==> src/rtl/timer_pkg.sv <==
// timer_pkg: address map, reset values and TCSR flag layout shared by the timer register file.
package timer_pkg;
   localparam int A_TCR0 = 0, A_TCR1 = 1, A_TCSR0 = 2, A_TCSR1 = 3, A_TCORA0 = 4, A_TCORA1 = 5;
   localparam int A_TCORB0 = 6, A_TCORB1 = 7, A_TCCR0 = 8, A_TCCR1 = 9, N_REGS = 10;
   localparam logic [7:0] TCR_RST = 8'h00, TCCR_RST = 8'h00, TCOR_RST = 8'hFF;
   localparam logic [7:0] TCCR_WMASK = 8'h0B;
   localparam logic [4:0] TCSR0_WMASK = 5'h1F, TCSR1_WMASK = 5'h0F;
   localparam int CMFB_BIT = 7, CMFA_BIT = 6, OVF_BIT = 5;
   typedef enum logic {IDLE, ACK} bus_state_t;
   function automatic logic [7:0] pack_tcsr(input logic [2:0] f, input logic [4:0] lo);
      logic [7:0] v;
      v = {3'b000, lo};
      v[CMFB_BIT] = f[2];
      v[CMFA_BIT] = f[1];
      v[OVF_BIT] = f[0];
      return v;
   endfunction
   function automatic logic is_mapped(input int unsigned a);
      return a < N_REGS;
   endfunction
endpackage

==> src/rtl/timer_reg_file_if.sv <==
// timer_reg_file_if: request/ack register bus; bus_err exists only when TMR_BUS_ERR_EN is defined.
interface timer_reg_file_if #(parameter int BIT_WIDTH = 8, parameter int ADDR_WIDTH = 4);
   logic bus_req;
   logic bus_we;
   logic [ADDR_WIDTH-1:0] bus_addr;
   logic [BIT_WIDTH-1:0] bus_wdata;
   logic bus_ack;
   logic [BIT_WIDTH-1:0] bus_rdata;
`ifdef TMR_BUS_ERR_EN
   logic bus_err;
`endif
   modport master(output bus_req, bus_we, bus_addr, bus_wdata, input bus_ack, bus_rdata
`ifdef TMR_BUS_ERR_EN
      , input bus_err
`endif
   );
   modport slave(input bus_req, bus_we, bus_addr, bus_wdata, output bus_ack, bus_rdata
`ifdef TMR_BUS_ERR_EN
      , output bus_err
`endif
   );
endinterface

==> src/rtl/timer_flag_ch.sv <==
// timer_flag_ch: one channel's CMFB/CMFA/OVF flags (bits 2/1/0) with read-arms, write-0-clears semantics.
module timer_flag_ch (
   input logic clk,
   input logic rst,
   input logic [2:0] set,
   input logic rd,
   input logic wr,
   input logic [2:0] wd,
   output logic [2:0] flags
);
   logic [2:0] arm;
   always_ff @(posedge clk) begin
      if (rst) begin
         flags <= '0;
         arm <= '0;
      end else begin
         // a set event always wins; any write of 0 disarms so a fresh read is needed
         flags <= set | (flags & ~(arm & ~wd & {3{wr}}));
         arm <= wr ? (arm & wd) : rd ? (arm | flags) : arm;
      end
   end
endmodule

==> src/rtl/timer_reg_file.sv <==
// timer_reg_file: two-channel timer register file on a req/ack bus.
// Optional TMR_BUS_ERR_EN adds bus_err for accesses to unmapped addresses.
module timer_reg_file
   import timer_pkg::*;
#(
   parameter int BIT_WIDTH = 8,
   parameter int ADDR_WIDTH = 4
) (
   input logic clk,
   input logic rst,
   timer_reg_file_if.slave bus,
   input logic CompareMatchA0,
   input logic CompareMatchA1,
   input logic CompareMatchB0,
   input logic CompareMatchB1,
   input logic Overflow0,
   input logic Overflow1,
   output logic [BIT_WIDTH-1:0] TCR_0,
   output logic [BIT_WIDTH-1:0] TCR_1,
   output logic [BIT_WIDTH-1:0] TCCR_0,
   output logic [BIT_WIDTH-1:0] TCCR_1,
   output logic [BIT_WIDTH-1:0] TCSR_0,
   output logic [BIT_WIDTH-1:0] TCSR_1,
   output logic [BIT_WIDTH-1:0] TCORA_0,
   output logic [BIT_WIDTH-1:0] TCORA_1,
   output logic [BIT_WIDTH-1:0] TCORB_0,
   output logic [BIT_WIDTH-1:0] TCORB_1
);
   bus_state_t state;
   logic [4:0] lo0, lo1;
   logic [2:0] f0, f1, wd;
   logic [BIT_WIDTH-1:0] rd_val;
   logic acc, wr, rd, sel0, sel1;
   assign acc = state == IDLE && bus.bus_req;
   assign wr = acc && bus.bus_we;
   assign rd = acc && !bus.bus_we;
   assign sel0 = bus.bus_addr == ADDR_WIDTH'(A_TCSR0);
   assign sel1 = bus.bus_addr == ADDR_WIDTH'(A_TCSR1);
   assign wd = {bus.bus_wdata[CMFB_BIT], bus.bus_wdata[CMFA_BIT], bus.bus_wdata[OVF_BIT]};
   timer_flag_ch u_ch0 (.clk(clk), .rst(rst), .set({CompareMatchB0, CompareMatchA0, Overflow0}),
      .rd(rd && sel0), .wr(wr && sel0), .wd(wd), .flags(f0));
   timer_flag_ch u_ch1 (.clk(clk), .rst(rst), .set({CompareMatchB1, CompareMatchA1, Overflow1}),
      .rd(rd && sel1), .wr(wr && sel1), .wd(wd), .flags(f1));
   assign TCSR_0 = BIT_WIDTH'(pack_tcsr(f0, lo0));
   assign TCSR_1 = BIT_WIDTH'(pack_tcsr(f1, lo1));
   always_comb begin
      rd_val = '0;
      case (bus.bus_addr)
         ADDR_WIDTH'(A_TCR0): rd_val = TCR_0;
         ADDR_WIDTH'(A_TCR1): rd_val = TCR_1;
         ADDR_WIDTH'(A_TCSR0): rd_val = TCSR_0;
         ADDR_WIDTH'(A_TCSR1): rd_val = TCSR_1;
         ADDR_WIDTH'(A_TCORA0): rd_val = TCORA_0;
         ADDR_WIDTH'(A_TCORA1): rd_val = TCORA_1;
         ADDR_WIDTH'(A_TCORB0): rd_val = TCORB_0;
         ADDR_WIDTH'(A_TCORB1): rd_val = TCORB_1;
         ADDR_WIDTH'(A_TCCR0): rd_val = TCCR_0;
         ADDR_WIDTH'(A_TCCR1): rd_val = TCCR_1;
         default: rd_val = '0;
      endcase
   end
   always_ff @(posedge clk) begin
      if (rst) begin
         state <= IDLE;
         bus.bus_ack <= 1'b0;
         bus.bus_rdata <= '0;
`ifdef TMR_BUS_ERR_EN
         bus.bus_err <= 1'b0;
`endif
         TCR_0 <= BIT_WIDTH'(TCR_RST);
         TCR_1 <= BIT_WIDTH'(TCR_RST);
         TCCR_0 <= BIT_WIDTH'(TCCR_RST);
         TCCR_1 <= BIT_WIDTH'(TCCR_RST);
         TCORA_0 <= BIT_WIDTH'(TCOR_RST);
         TCORA_1 <= BIT_WIDTH'(TCOR_RST);
         TCORB_0 <= BIT_WIDTH'(TCOR_RST);
         TCORB_1 <= BIT_WIDTH'(TCOR_RST);
         lo0 <= '0;
         lo1 <= '0;
      end else begin
         // ACK always returns to IDLE, so requests during ACK are dropped
         state <= acc ? ACK : IDLE;
         bus.bus_ack <= acc;
         bus.bus_rdata <= acc ? rd_val : '0;
`ifdef TMR_BUS_ERR_EN
         bus.bus_err <= acc && !is_mapped(32'(bus.bus_addr));
`endif
         if (wr) begin
            case (bus.bus_addr)
               ADDR_WIDTH'(A_TCR0): TCR_0 <= bus.bus_wdata;
               ADDR_WIDTH'(A_TCR1): TCR_1 <= bus.bus_wdata;
               ADDR_WIDTH'(A_TCSR0): lo0 <= bus.bus_wdata[4:0] & TCSR0_WMASK;
               ADDR_WIDTH'(A_TCSR1): lo1 <= bus.bus_wdata[4:0] & TCSR1_WMASK;
               ADDR_WIDTH'(A_TCORA0): TCORA_0 <= bus.bus_wdata;
               ADDR_WIDTH'(A_TCORA1): TCORA_1 <= bus.bus_wdata;
               ADDR_WIDTH'(A_TCORB0): TCORB_0 <= bus.bus_wdata;
               ADDR_WIDTH'(A_TCORB1): TCORB_1 <= bus.bus_wdata;
               ADDR_WIDTH'(A_TCCR0): TCCR_0 <= bus.bus_wdata & BIT_WIDTH'(TCCR_WMASK);
               ADDR_WIDTH'(A_TCCR1): TCCR_1 <= bus.bus_wdata & BIT_WIDTH'(TCCR_WMASK);
               default: ;
            endcase
         end
      end
   end
endmodule

==> src/flat_wrapper.sv <==
// flat-port wrapper written by rule: the top's interface ports become plain ports
module timer_reg_file_flat import timer_pkg::*;
#(
   parameter int BIT_WIDTH = 8,
   parameter int ADDR_WIDTH = 4
)
  (clk, rst, CompareMatchA0, CompareMatchA1, CompareMatchB0, CompareMatchB1, Overflow0, Overflow1, TCR_0, TCR_1, TCCR_0, TCCR_1, TCSR_0, TCSR_1, TCORA_0, TCORA_1, TCORB_0, TCORB_1, bus_bus_req, bus_bus_we, bus_bus_addr, bus_bus_wdata, bus_bus_ack, bus_bus_rdata);
  timer_reg_file_if #(.BIT_WIDTH(BIT_WIDTH), .ADDR_WIDTH(ADDR_WIDTH)) bus_i ();
  input logic clk;
  input logic rst;
  input logic CompareMatchA0;
  input logic CompareMatchA1;
  input logic CompareMatchB0;
  input logic CompareMatchB1;
  input logic Overflow0;
  input logic Overflow1;
  output logic [BIT_WIDTH-1:0] TCR_0;
  output logic [BIT_WIDTH-1:0] TCR_1;
  output logic [BIT_WIDTH-1:0] TCCR_0;
  output logic [BIT_WIDTH-1:0] TCCR_1;
  output logic [BIT_WIDTH-1:0] TCSR_0;
  output logic [BIT_WIDTH-1:0] TCSR_1;
  output logic [BIT_WIDTH-1:0] TCORA_0;
  output logic [BIT_WIDTH-1:0] TCORA_1;
  output logic [BIT_WIDTH-1:0] TCORB_0;
  output logic [BIT_WIDTH-1:0] TCORB_1;
  input wire logic [$bits(bus_i.bus_req)-1:0] bus_bus_req;
  input wire logic [$bits(bus_i.bus_we)-1:0] bus_bus_we;
  input wire logic [$bits(bus_i.bus_addr)-1:0] bus_bus_addr;
  input wire logic [$bits(bus_i.bus_wdata)-1:0] bus_bus_wdata;
  output wire logic [$bits(bus_i.bus_ack)-1:0] bus_bus_ack;
  output wire logic [$bits(bus_i.bus_rdata)-1:0] bus_bus_rdata;
  assign bus_i.bus_req = bus_bus_req;
  assign bus_i.bus_we = bus_bus_we;
  assign bus_i.bus_addr = bus_bus_addr;
  assign bus_i.bus_wdata = bus_bus_wdata;
  assign bus_bus_ack = bus_i.bus_ack;
  assign bus_bus_rdata = bus_i.bus_rdata;
  timer_reg_file #(.BIT_WIDTH(BIT_WIDTH), .ADDR_WIDTH(ADDR_WIDTH)) u_core (.clk(clk), .rst(rst), .bus(bus_i), .CompareMatchA0(CompareMatchA0), .CompareMatchA1(CompareMatchA1), .CompareMatchB0(CompareMatchB0), .CompareMatchB1(CompareMatchB1), .Overflow0(Overflow0), .Overflow1(Overflow1), .TCR_0(TCR_0), .TCR_1(TCR_1), .TCCR_0(TCCR_0), .TCCR_1(TCCR_1), .TCSR_0(TCSR_0), .TCSR_1(TCSR_1), .TCORA_0(TCORA_0), .TCORA_1(TCORA_1), .TCORB_0(TCORB_0), .TCORB_1(TCORB_1));
endmodule
==> config.mk <==
export PLATFORM = sky130hd
export DESIGN_NAME = timer_reg_file_flat
export DESIGN_NICKNAME = d
export VERILOG_FILES = /design/src/rtl/timer_pkg.sv /design/src/rtl/timer_reg_file_if.sv /design/src/rtl/timer_flag_ch.sv /design/src/rtl/timer_reg_file.sv /design/src/flat_wrapper.sv
export SDC_FILE = /design/constraint.sdc
export NUM_CORES = 1
export LEC_CHECK = 0
export CORE_UTILIZATION = 51
export CTS_CLUSTER_DIAMETER = 100
export CTS_CLUSTER_SIZE = 8
export DETAILED_ROUTE_END_ITERATION = 10
export PLACE_DENSITY = 0.86
export SYNTH_ARGS = -nofsm -noshare
export SYNTH_HDL_FRONTEND = slang
export SYNTH_SLANG_ARGS = --single-unit
==> constraint.sdc <==
create_clock -name clk -period 3.9 [get_ports clk]
set_input_delay 0.585 -clock clk [delete_from_list [all_inputs] [get_ports clk]]
set_output_delay 0.585 -clock clk [all_outputs]
set_load 0.01 [all_outputs]
==> results.py <==
metrics = {
    "placed_design": {
        "place_congestion": 0.906,
        "port_buffers": 99,
        "place_inst": 569,
        "hpwl_mm": 7.41,
    },
    "floorplanning": {
        "die_h_um": 88.7,
        "die_x_um": 88.7,
        "initial_core_util_pct": 52.9,
        "dieArea_um2": 7870,
        "ios": 111,
        "num_rows": 31,
        "core_um2": 7250,
    },
    "worst_hold_path": {
        "hold_class": "input port to register",
    },
    "cts": {
        "cts_buffer_depth": 2,
        "numClockSinks": 84,
        "post-cts-setup-buffers": 0,
        "h-tree-depth": 3,
        "cts-resized-gates": 0,
        "cts_tree": "built",
        "clk_latency_ns": 0.36,
        "root_buffer": "clkbuf_8",
        "path_clk_slew_ns": 0.08,
        "numCtsBuffers": 9,
        "postCtsHoldBufs": 0,
    },
    "global_routing": {
        "globalRouteOverflowTotal": 0,
        "grt_pass1_vias": 3158,
        "antenna_found_initial": 0,
        "track_usage_pct": 28.5,
        "grt_first_pass_wirelength_mm": 16.6,
        "grt_max_degree": 76,
    },
    "sta": {
        "finalSetupTns_ns": 0,
        "hold_violations": 0,
        "drv_slew": 0,
        "rsz0062_at_grt": "false",
        "relSlewSlack_pct": 49.1,
        "setup_viol": 0,
        "tightest_slew_ns": 0.763,
        "fin_crit_ns": 2.74,
        "fin_skew_ns": 0.00648,
        "fin_crit_sh_pct": 70.4,
        "max_freq_mhz": 364,
    },
    "route": {
        "ant_nets": 0,
        "drt-pass1-iter-count": 5,
        "vias_per_cell": 5.80,
        "drc": 0,
        "vias": 3394,
        "drt-initial-drc-count": 275,
        "finalWirelength_mm": 10.6,
        "wire_per_inst_um": 18.1,
    },
    "status": {
        "outcome": "complete, no violations",
    },
    "logic_synthesis": {
        "ys_seq_area_share_pct": 43.8,
        "synthTopCellsByArea": "dfxtp_1, mux2i_1, a211o_1, nor2b_1, nor2_1",
        "avgSynthCellArea_um2": 9.56,
        "synth_top_area_share_pct": 43.8,
        "synth_top_area_cell": "dfxtp_1",
        "ys_types": 42,
        "synth_seq_cells": 84,
        "yosys_warnings": 0,
        "synthesis.area_um2": 3830,
        "netlist_instances": 401,
    },
    "finish": {
        "layout.cells.non_filler": 585,
        "area_delta_synth_final_pct": 30.6,
        "layout_commonest_cell": "clkdlybuf4s50_1",
        "num_antenna_cells": 0,
        "drive_gt1_share_pct": 8.23,
        "layout.cells.most_common_list": "clkdlybuf4s50_1, dfxtp_1, nor2_1",
        "nets": 503,
    },
    "setup_path": {
        "arrival_ns": 2.96,
        "end_kind": "register",
        "cp.required_ns": 4.11,
        "startpoint_type": "input port",
        "path_max_fanout": 21,
        "critPathKind": "input port to register",
    },
    "job": {
        "max_cap_viol_count": 0,
    },
    "pwr": {
        "ir_worst_vdd_mv": 0.171,
        "power_mw": 1.74,
        "cellPowerDensity_nw_per_um2": 347,
        "leakagePower_nw": 2.01,
    },
}
[worst max-delay path: stages]
cell and delay (ns):
clkdlybuf4s50_1 0.77, or2_1 0.48, or3_1 0.63, nor4b_1 0.38
nor3_1 0.10
[area by class of cell]
| cell class | count | area, um^2 |
|---|---|---|
| clock buffers | 11 | 141 |
| clock inverters | 5 | 75.1 |
| fillers | 567 | 2240 |
| repair buffers | 106 | 1040 |
| well taps | 99 | 124 |
| multi-input cells | 269 | 1910 |
| flip-flops and latches | 84 | 1680 |
| inverters | 11 | 41.3 |
[layer usage]
layer / GRT usage (%) / vias to the layer above / wire length [um]
li1: - / 1565 / -
met1: 36.6 / 1642 / 4530
met2: 48.0 / 168 / 5170
met3: 3.92 / 19 / 707
met4: 12.2 / 0 / 187
met5: 0 / - / 0
[synthesized netlist by cell type (all sizes together)]
master	instances
nor4bb	1
nor4	2
a22o	1
nand3	3
mux4	5
inv	11
buf	26
nor3b	1
o22ai	2
nand2b	6
nand3b	1
nor4b	7
nor2	48
a221oi	6
nor3	17
dfxtp	84
a21o	1
a32oi	1
and3	3
mux2	7
or2	1
o21a	2
nor2b	29
a211o	32
a21oi	11
a31oi	3
nand4bb	1
or3	4
o311a	1
conb	1
nand2	8
or4	2
o22a	1
clkbuf	21
nand4b	2
a22oi	2
o21ai	9
mux2i	38
[sequential cells by signal, summed over array words and instances (netlist names)]
| register | count |
|---|---|
| u_core.TCORA_0 | 8 |
| u_core.u_ch0.arm | 3 |
| u_core.TCORB_1 | 8 |
| u_core.TCR_1 | 8 |
| u_core.state | 1 |
| u_core.TCCR_1 | 3 |
| u_core.u_ch1.flags | 3 |
| u_core.lo1 | 4 |
| u_core.TCORA_1 | 8 |
| u_core.lo0 | 5 |
| u_core.u_ch0.flags | 3 |
| u_core.TCR_0 | 8 |
| u_core.TCORB_0 | 8 |
| u_core.bus.bus_rdata | 8 |
| u_core.u_ch1.arm | 3 |
| u_core.TCCR_0 | 3 |
[cell families after synthesis]
| group | count (synthesis) | synth area share [%] |
|---|---|---|
| buf+inv | 58 | 7.41 |
| flops | 84 | 43.8 |
| other cells | 1 | 0.0978 |
| simple gates | 136 | 19.7 |
| mux | 50 | 14.9 |
| compound gates | 72 | 14.0 |
[metrics by stage]
step | area [um^2] | hold slack [ns] | setup slack [ns] | utilization [%]
6_report | 5010 | 0.430 | 1.16 | 69.1
5_1_grt | 5010 | 0.432 | 1.05 | 69.1
4_1_cts | 5010 | 0.418 | 1.23 | 69.1
3_5_place_dp | 4790 | 0.467 | 0.832 | 66.1
3_3_place_gp | 4790 | 0.457 | 0.958 | 66.1
2_1_floorplan | 3870 | 0.449 | 1.98 | -
[power breakdown]
group          switching, mW  total [mW]  leakage (nW)  internal, mW
clock                  0.303       0.678         0.113         0.375
sequential            0.0116       0.882         0.681         0.870
combinational         0.0983       0.177          1.22        0.0788
total                  0.413        1.74          2.01          1.32
[path summary, 6_finish.rpt]
path,end,cells after the start,start,slack [ns]
worst min register to register,u_core.u_ch0.arm[0],2,u_core.u_ch0.arm[0],0.48
worst max register to register,u_core.TCORA_0[1],3,u_core.state,2.04
worst min-delay path,u_core.state,2,rst,0.43
worst max-delay path,u_core.u_ch0.flags[1],5,bus_bus_addr[3],1.16
Power figures use the tool's default switching activity.
